## config.mk

```make
export PLATFORM = sky130hd
export DESIGN_NAME = bin_to_bcd_seq
export DESIGN_NICKNAME = d
export VERILOG_FILES = /design/src/rtl/bcd_pkg.sv /design/src/rtl/bcd_add3.sv /design/src/rtl/bin_to_bcd_seq.sv
export SDC_FILE = /design/constraint.sdc
export NUM_CORES = 1
export LEC_CHECK = 0
export CORE_MARGIN = 4
export CORE_UTILIZATION = 45
export DETAILED_ROUTE_END_ITERATION = 10
export PLACE_DENSITY = 0.68
export SETUP_SLACK_MARGIN = 0.5
export SLEW_MARGIN = 20
export SYNTH_ARGS = -nofsm -noshare
export SYNTH_HDL_FRONTEND = slang
export SYNTH_SLANG_ARGS = --single-unit
export TNS_END_PERCENT = 20
```

## constraint.sdc

```tcl
create_clock -name clk -period 2.6 [get_ports clk]
set_clock_uncertainty 0.1 [all_clocks]
set_input_delay 0.52 -clock clk [delete_from_list [all_inputs] [get_ports clk]]
set_output_delay 0.52 -clock clk [all_outputs]
set_load 0.005 [all_outputs]
```

## src/rtl/bcd_pkg.sv

```systemverilog
// ============================================================================
// Module : bcd_pkg
// Brief  : Shared constants and state encoding for the binary-to-BCD path.
// Rev    : 1.0  initial release
// ============================================================================
`default_nettype none

package bcd_pkg;

    localparam int          DIGIT_W     = 4;
    localparam logic [3:0]  BLANK_DIGIT = 4'hF;

    typedef enum logic [1:0] {
        ST_IDLE  = 2'd0,
        ST_SHIFT = 2'd1,
        ST_DONE  = 2'd2
    } state_t;

endpackage

`default_nettype wire

```

## src/rtl/bcd_add3.sv

```systemverilog
// ============================================================================
// Module : bcd_add3
// Brief  : Per-nibble double-dabble correction: adds 3 when the digit is >= 5.
// Rev    : 1.0  initial release
// ============================================================================
`default_nettype none

module bcd_add3
    import bcd_pkg::*;
(
    input  logic [DIGIT_W-1:0] nib_in,
    output logic [DIGIT_W-1:0] nib_out
);

    assign nib_out = (nib_in >= DIGIT_W'(5)) ? nib_in + DIGIT_W'(3) : nib_in;

endmodule

`default_nettype wire

```

## src/rtl/bin_to_bcd_seq.sv

```systemverilog
// ============================================================================
// Module : bin_to_bcd_seq
// Brief  : Sequential double-dabble converter, one bit per clock, with
//          leading-zero blanking and overflow masking for 7-segment display.
// Rev    : 1.0  initial release
// ============================================================================
`default_nettype none

module bin_to_bcd_seq
    import bcd_pkg::*;
#(
    parameter int BIN_W    = 14,
    parameter int DIGITS   = 4,
    parameter int BLANK_LZ = 1
) (
    input  logic                    clk,
    input  logic                    rst_n,
    input  logic                    start,
    input  logic [BIN_W-1:0]        bin,
    output logic                    busy,
    output logic                    done,
    output logic                    ovf,
    output logic [4*DIGITS-1:0]     bcd_out
);

    localparam int                  c_scr_w   = DIGIT_W * DIGITS;
    localparam int                  c_cnt_w   = $clog2(BIN_W + 1);
    localparam longint              c_lim     = longint'(10 ** DIGITS) - 1;
    // When the display range exceeds what BIN_W can encode, overflow is impossible.
    localparam bit                  c_fits    = c_lim < (longint'(1) << BIN_W);
    localparam logic [BIN_W-1:0]    c_max_val = BIN_W'(c_lim);
    localparam logic [c_scr_w-1:0]  c_blank   = {DIGITS{BLANK_DIGIT}};

    state_t                 r_state;
    logic [BIN_W-1:0]       r_bin;
    logic [c_scr_w-1:0]     r_scr;
    logic [c_cnt_w-1:0]     r_cnt;
    logic                   r_ovf_pend;
    logic                   r_busy;
    logic                   r_done;
    logic                   r_ovf;
    logic [c_scr_w-1:0]     r_bcd;

    logic [c_scr_w-1:0]     w_adj;
    logic [c_scr_w-1:0]     w_disp;
    logic                   w_lead;
    logic                   w_ovf_in;

    genvar gi;
    generate
        for (gi = 0; gi < DIGITS; gi++) begin : g_add3
            bcd_add3 u_add3 (
                .nib_in  (r_scr[gi*DIGIT_W +: DIGIT_W]),
                .nib_out (w_adj[gi*DIGIT_W +: DIGIT_W])
            );
        end
    endgenerate

    assign w_ovf_in = c_fits && (bin > c_max_val);

    // Blank zeros from the top digit down until the first nonzero; digit 0 always shows.
    always_comb begin
        w_disp = r_scr;
        w_lead = 1'b1;
        for (int k = DIGITS - 1; k > 0; k--) begin
            if ((BLANK_LZ != 0) && w_lead && (r_scr[k*DIGIT_W +: DIGIT_W] == '0)) begin
                w_disp[k*DIGIT_W +: DIGIT_W] = BLANK_DIGIT;
            end else begin
                w_lead = 1'b0;
            end
        end
    end

    always_ff @(posedge clk or negedge rst_n) begin
        if (!rst_n) begin
            r_state    <= ST_IDLE;
            r_bin      <= '0;
            r_scr      <= '0;
            r_cnt      <= '0;
            r_ovf_pend <= 1'b0;
            r_busy     <= 1'b0;
            r_done     <= 1'b0;
            r_ovf      <= 1'b0;
            r_bcd      <= c_blank;
        end else begin
            r_done <= 1'b0;
            case (r_state)
                ST_IDLE: begin
                    if (start) begin
                        r_bin      <= bin;
                        r_scr      <= '0;
                        r_cnt      <= c_cnt_w'(BIN_W);
                        r_ovf_pend <= w_ovf_in;
                        r_busy     <= 1'b1;
                        r_state    <= ST_SHIFT;
                    end
                end
                ST_SHIFT: begin
                    {r_scr, r_bin} <= {w_adj, r_bin} << 1;
                    r_cnt          <= r_cnt - c_cnt_w'(1);
                    if (r_cnt == c_cnt_w'(1)) begin
                        r_state <= ST_DONE;
                    end
                end
                ST_DONE: begin
                    r_bcd   <= r_ovf_pend ? c_blank : w_disp;
                    r_ovf   <= r_ovf_pend;
                    r_done  <= 1'b1;
                    r_busy  <= 1'b0;
                    r_state <= ST_IDLE;
                end
                default: begin
                    r_busy  <= 1'b0;
                    r_state <= ST_IDLE;
                end
            endcase
        end
    end

    assign busy    = r_busy;
    assign done    = r_done;
    assign ovf     = r_ovf;
    assign bcd_out = r_bcd;

endmodule

`default_nettype wire
```

==> impl_metrics.ini <==
[yosys]
synth_edf_count = 0
ys_async_rst_share = 1.00
netlist_area_mm2 = 0.00264
synth_fp_nets = 295
ys.warnings.count = 0
postSynthCellCount = 266
post_synth_main_area_contributors = dfrtp_1 (38%), dfstp_2 (16%), nand2_1 (6.3%), ha_1 (5.7%), a22oi_1 (3.7%)
postSynth.topFlopCell = dfrtp_1
synth.cells.most_frequent = nand2_1 (44), dfrtp_1 (40), dfstp_2 (16), nand3_1 (15), o21ai_1 (14)
yosys.cell_types.count = 34
synthDominantAreaCellType = dfrtp_1
synth_most_common_cell = nand2_1
ys_seq_area_frac = 0.538
synthDominantCellAreaShare = 0.379
avgSynthCellArea_um2 = 9.93
synth.ff_latch_count = 56

[critical_path]
regToRegSetupSlack_ns = 0.78
critical_path.startpoint_type = flip-flop
critical_path.reg2reg.endpoint = bcd_out[4]$_DFFE_PN1P_
worst-setup-path-type = flip-flop to output port
worst_r2r_startpoint = r_scr[12]$_DFFE_PN0P_
critPathTopFamily = flip-flops
cp_data_arrival_time_ns = 1.34
r2r.worst_path.cells = 5
path_cells = clkdlybuf4s50_1
required_ns = 1.98
crit_path_start = bcd_out[12]$_DFFE_PN1P_
maximum_fanout_along_the_worst_path = 2
cp.buffers_inverters = 1
critical_path.endpoint_type = output port
crit_path_top_delay_cell = dfstp_2
delay_of_the_slowest_cell_on_the_worst_path_ns = 0.54

[route]
drt_wl_total_mm = 5.12
drt_first_pass_iters = 4
initialDrtViolationCount = 138
routedWlPerCell_um = 13.7
detail-route-antenna-nets = 0
via_per_inst = 5.35
remaining_drc_errors = 0
vias = 2005

[final_layout]
area.growth.synth_to_final_pct = 20.3
drive_above_1_share = 0.129
antennaDiodeCount = 0
final_cell_area_mm2 = 0.00318
layout.nets = 331

[cts]
worst_setup_hold_path_clk_slew_ns = 0.09
cts-hold-fix-buffers = 0
max-clock-path-buffers = 2
cts_tree = built
cts_post_setup_buffers_inserted = 0
clk-insertion-delay-late_ns = 0.30
clock_sinks = 56
clock-root-buffer = clkbuf_8
cts_htree_levels = 2
cts_repair_resize_count = 0
numCtsBuffers = 5

[timing]
post-route-min-period_ns = 1.96
maxClockFrequency_ghz = 0.511
timing.max_slew.rel_slack = 0.578
finalHoldViolCount = 0
final_min_period_over_clock_period = 0.753
timing_worst_slew_pin_value_ns = 0.633
setup_total_negative_slack_ns = 0
setup_viol = 0
report.final.slew_viol_count = 0
rsz0062_at_grt = no

[floorplanning]
die_h_um = 84.6
ios = 36
die_area_mm2 = 0.00716
initial_utilization = 0.471
coreArea_mm2 = 0.00561
die_x_um = 84.6
core.rowCount = 27

[place]
last_weighted_congestion_value_of_the_routability_driven_placer = 0.778
placed_cell_area_mm2 = 0.00310
dp_hpwl_mm = 3.75
count_of_buffers_inserted_at_the_top_level_ports = 35

[pwr]
vdd.ir_drop.worst_v = 0.000506
leakage_nw = 1.39
powerDensity_mw_per_mm2 = 1140

[global_routing]
grt_antenna_before_repair = 0
grt_start_max_net_pins = 30
grt_first_pass_wirelength_mm = 9.49
gr-usage-all-layers = 0.160
overflow = 0
grt_pass1_vias = 2070

[outcome]
outcome = finished clean

[run]
cap_violations = 0

[worst_hold_path]
path_class_of_the_lowest_slack_min_delay_path = input pin to asynchronous set/reset pin
[flip-flops by register name, indices dropped and copies added, names as in the netlist]
signal,cells
r_state,2
busy,1
bcd_out,16
ovf,1
r_scr,16
done,1
r_ovf_pend,1
r_cnt,4
r_bin,14
[where the power goes]
group / leakage [nW] / switching [W] / internal (W)
combinational: 0.678 / 0.000754 / 0.000793
clock: 0.0453 / 0.000269 / 0.000184
sequential: 0.664 / 0.000299 / 0.00132
[area by class of cell]
class,count,area [um2]
Timing Repair Buffer,43,418
Clock inverter,3,13.8
Clock buffer,5,68.8
Fill cell,539,2430
Sequential cell,56,1420
Tap cell,72,90.1
Inverter,13,48.8
Multi-Input combinational cell,183,1120
[kinds of logic after synthesis]
logic type | synth area share
AND/OR/NAND/NOR | 0.161
multiplexers | 0.0128
adder cells (fa/ha/maj) | 0.0568
flip-flops | 0.538
AO/OA/AOI/OAI | 0.173
XOR/XNOR | 0.0166
buffers and inverters | 0.0412
[stage by stage]
step	power [W]	instances	worst slack, ns	utilization	hold slack [ns]
5_1_grt	0.00398	375	0.584	0.567	0.174
3_3_place_gp	0.00314	367	0.612	0.552	0.342
3_5_place_dp	0.00321	367	0.595	0.552	0.346
6_report	0.00362	375	0.642	0.567	0.135
2_1_floorplan	0.00262	266	1.00	-	0.124
4_1_cts	0.00367	375	0.624	0.567	0.144
[cells in the final DEF (no fill, tap or decap), drive strengths merged, types with 3 or more instances in the layout]
| cell type | synthesis | layout |
|---|---|---|
| nand2 | 45 | 45 |
| dfrtp | 40 | 40 |
| clkdlybuf4s50 | 0 | 34 |
| o21ai | 26 | 26 |
| dfstp | 16 | 16 |
| nand3 | 15 | 15 |
| a22oi | 13 | 13 |
| inv | 13 | 13 |
| ha | 12 | 12 |
| nor2 | 11 | 11 |
| buf | 6 | 9 |
| a21oi | 8 | 8 |
| nand2b | 6 | 6 |
| o31ai | 6 | 6 |
| a31oi | 6 | 6 |
| nor3b | 6 | 6 |
| clkbuf | 8 | 5 |
| xnor2 | 4 | 4 |
| a32o | 4 | 4 |
| mux2 | 3 | 3 |
| o22a | 3 | 3 |
| clkinv | 0 | 3 |
[metal layers]
metal	track usage	vias to the layer above	routed length, um
met1	0.217	963	2440
met3	0.0353	7	239
met5	0	-	0
met2	0.260	40	2380
met4	0.0388	0	54
li1	-	995	-
[worst register-to-register path: cells and delay by family, from the launching register on]
| kind | cells | cell delay [ns] |
|---|---|---|
| adders and majority gates | 1 | 0.23 |
| and+or+nand+nor | 1 | 0.37 |
| DFF | 1 | 0.42 |
| buffers and inverters | 1 | 0.10 |
| AOI/OAI and AO/OA | 2 | 0.52 |
[worst max-delay path by stage]
stage | endpoint | slack (ns) | cells past startpoint
final | bcd_out[12] | 0.64 | 1
after global routing | bcd_out[4] | 0.58 | 1
after CTS | bcd_out[12] | 0.62 | 1
after detailed placement | r_scr[3]$_DFFE_PN0P_ | 0.59 | 5
after global placement | r_scr[15]$_DFFE_PN0P_ | 0.61 | 5
after floorplan | r_scr[2]$_DFFE_PN0P_ | 1.0 | 6
(Power assumes the default switching activity.)
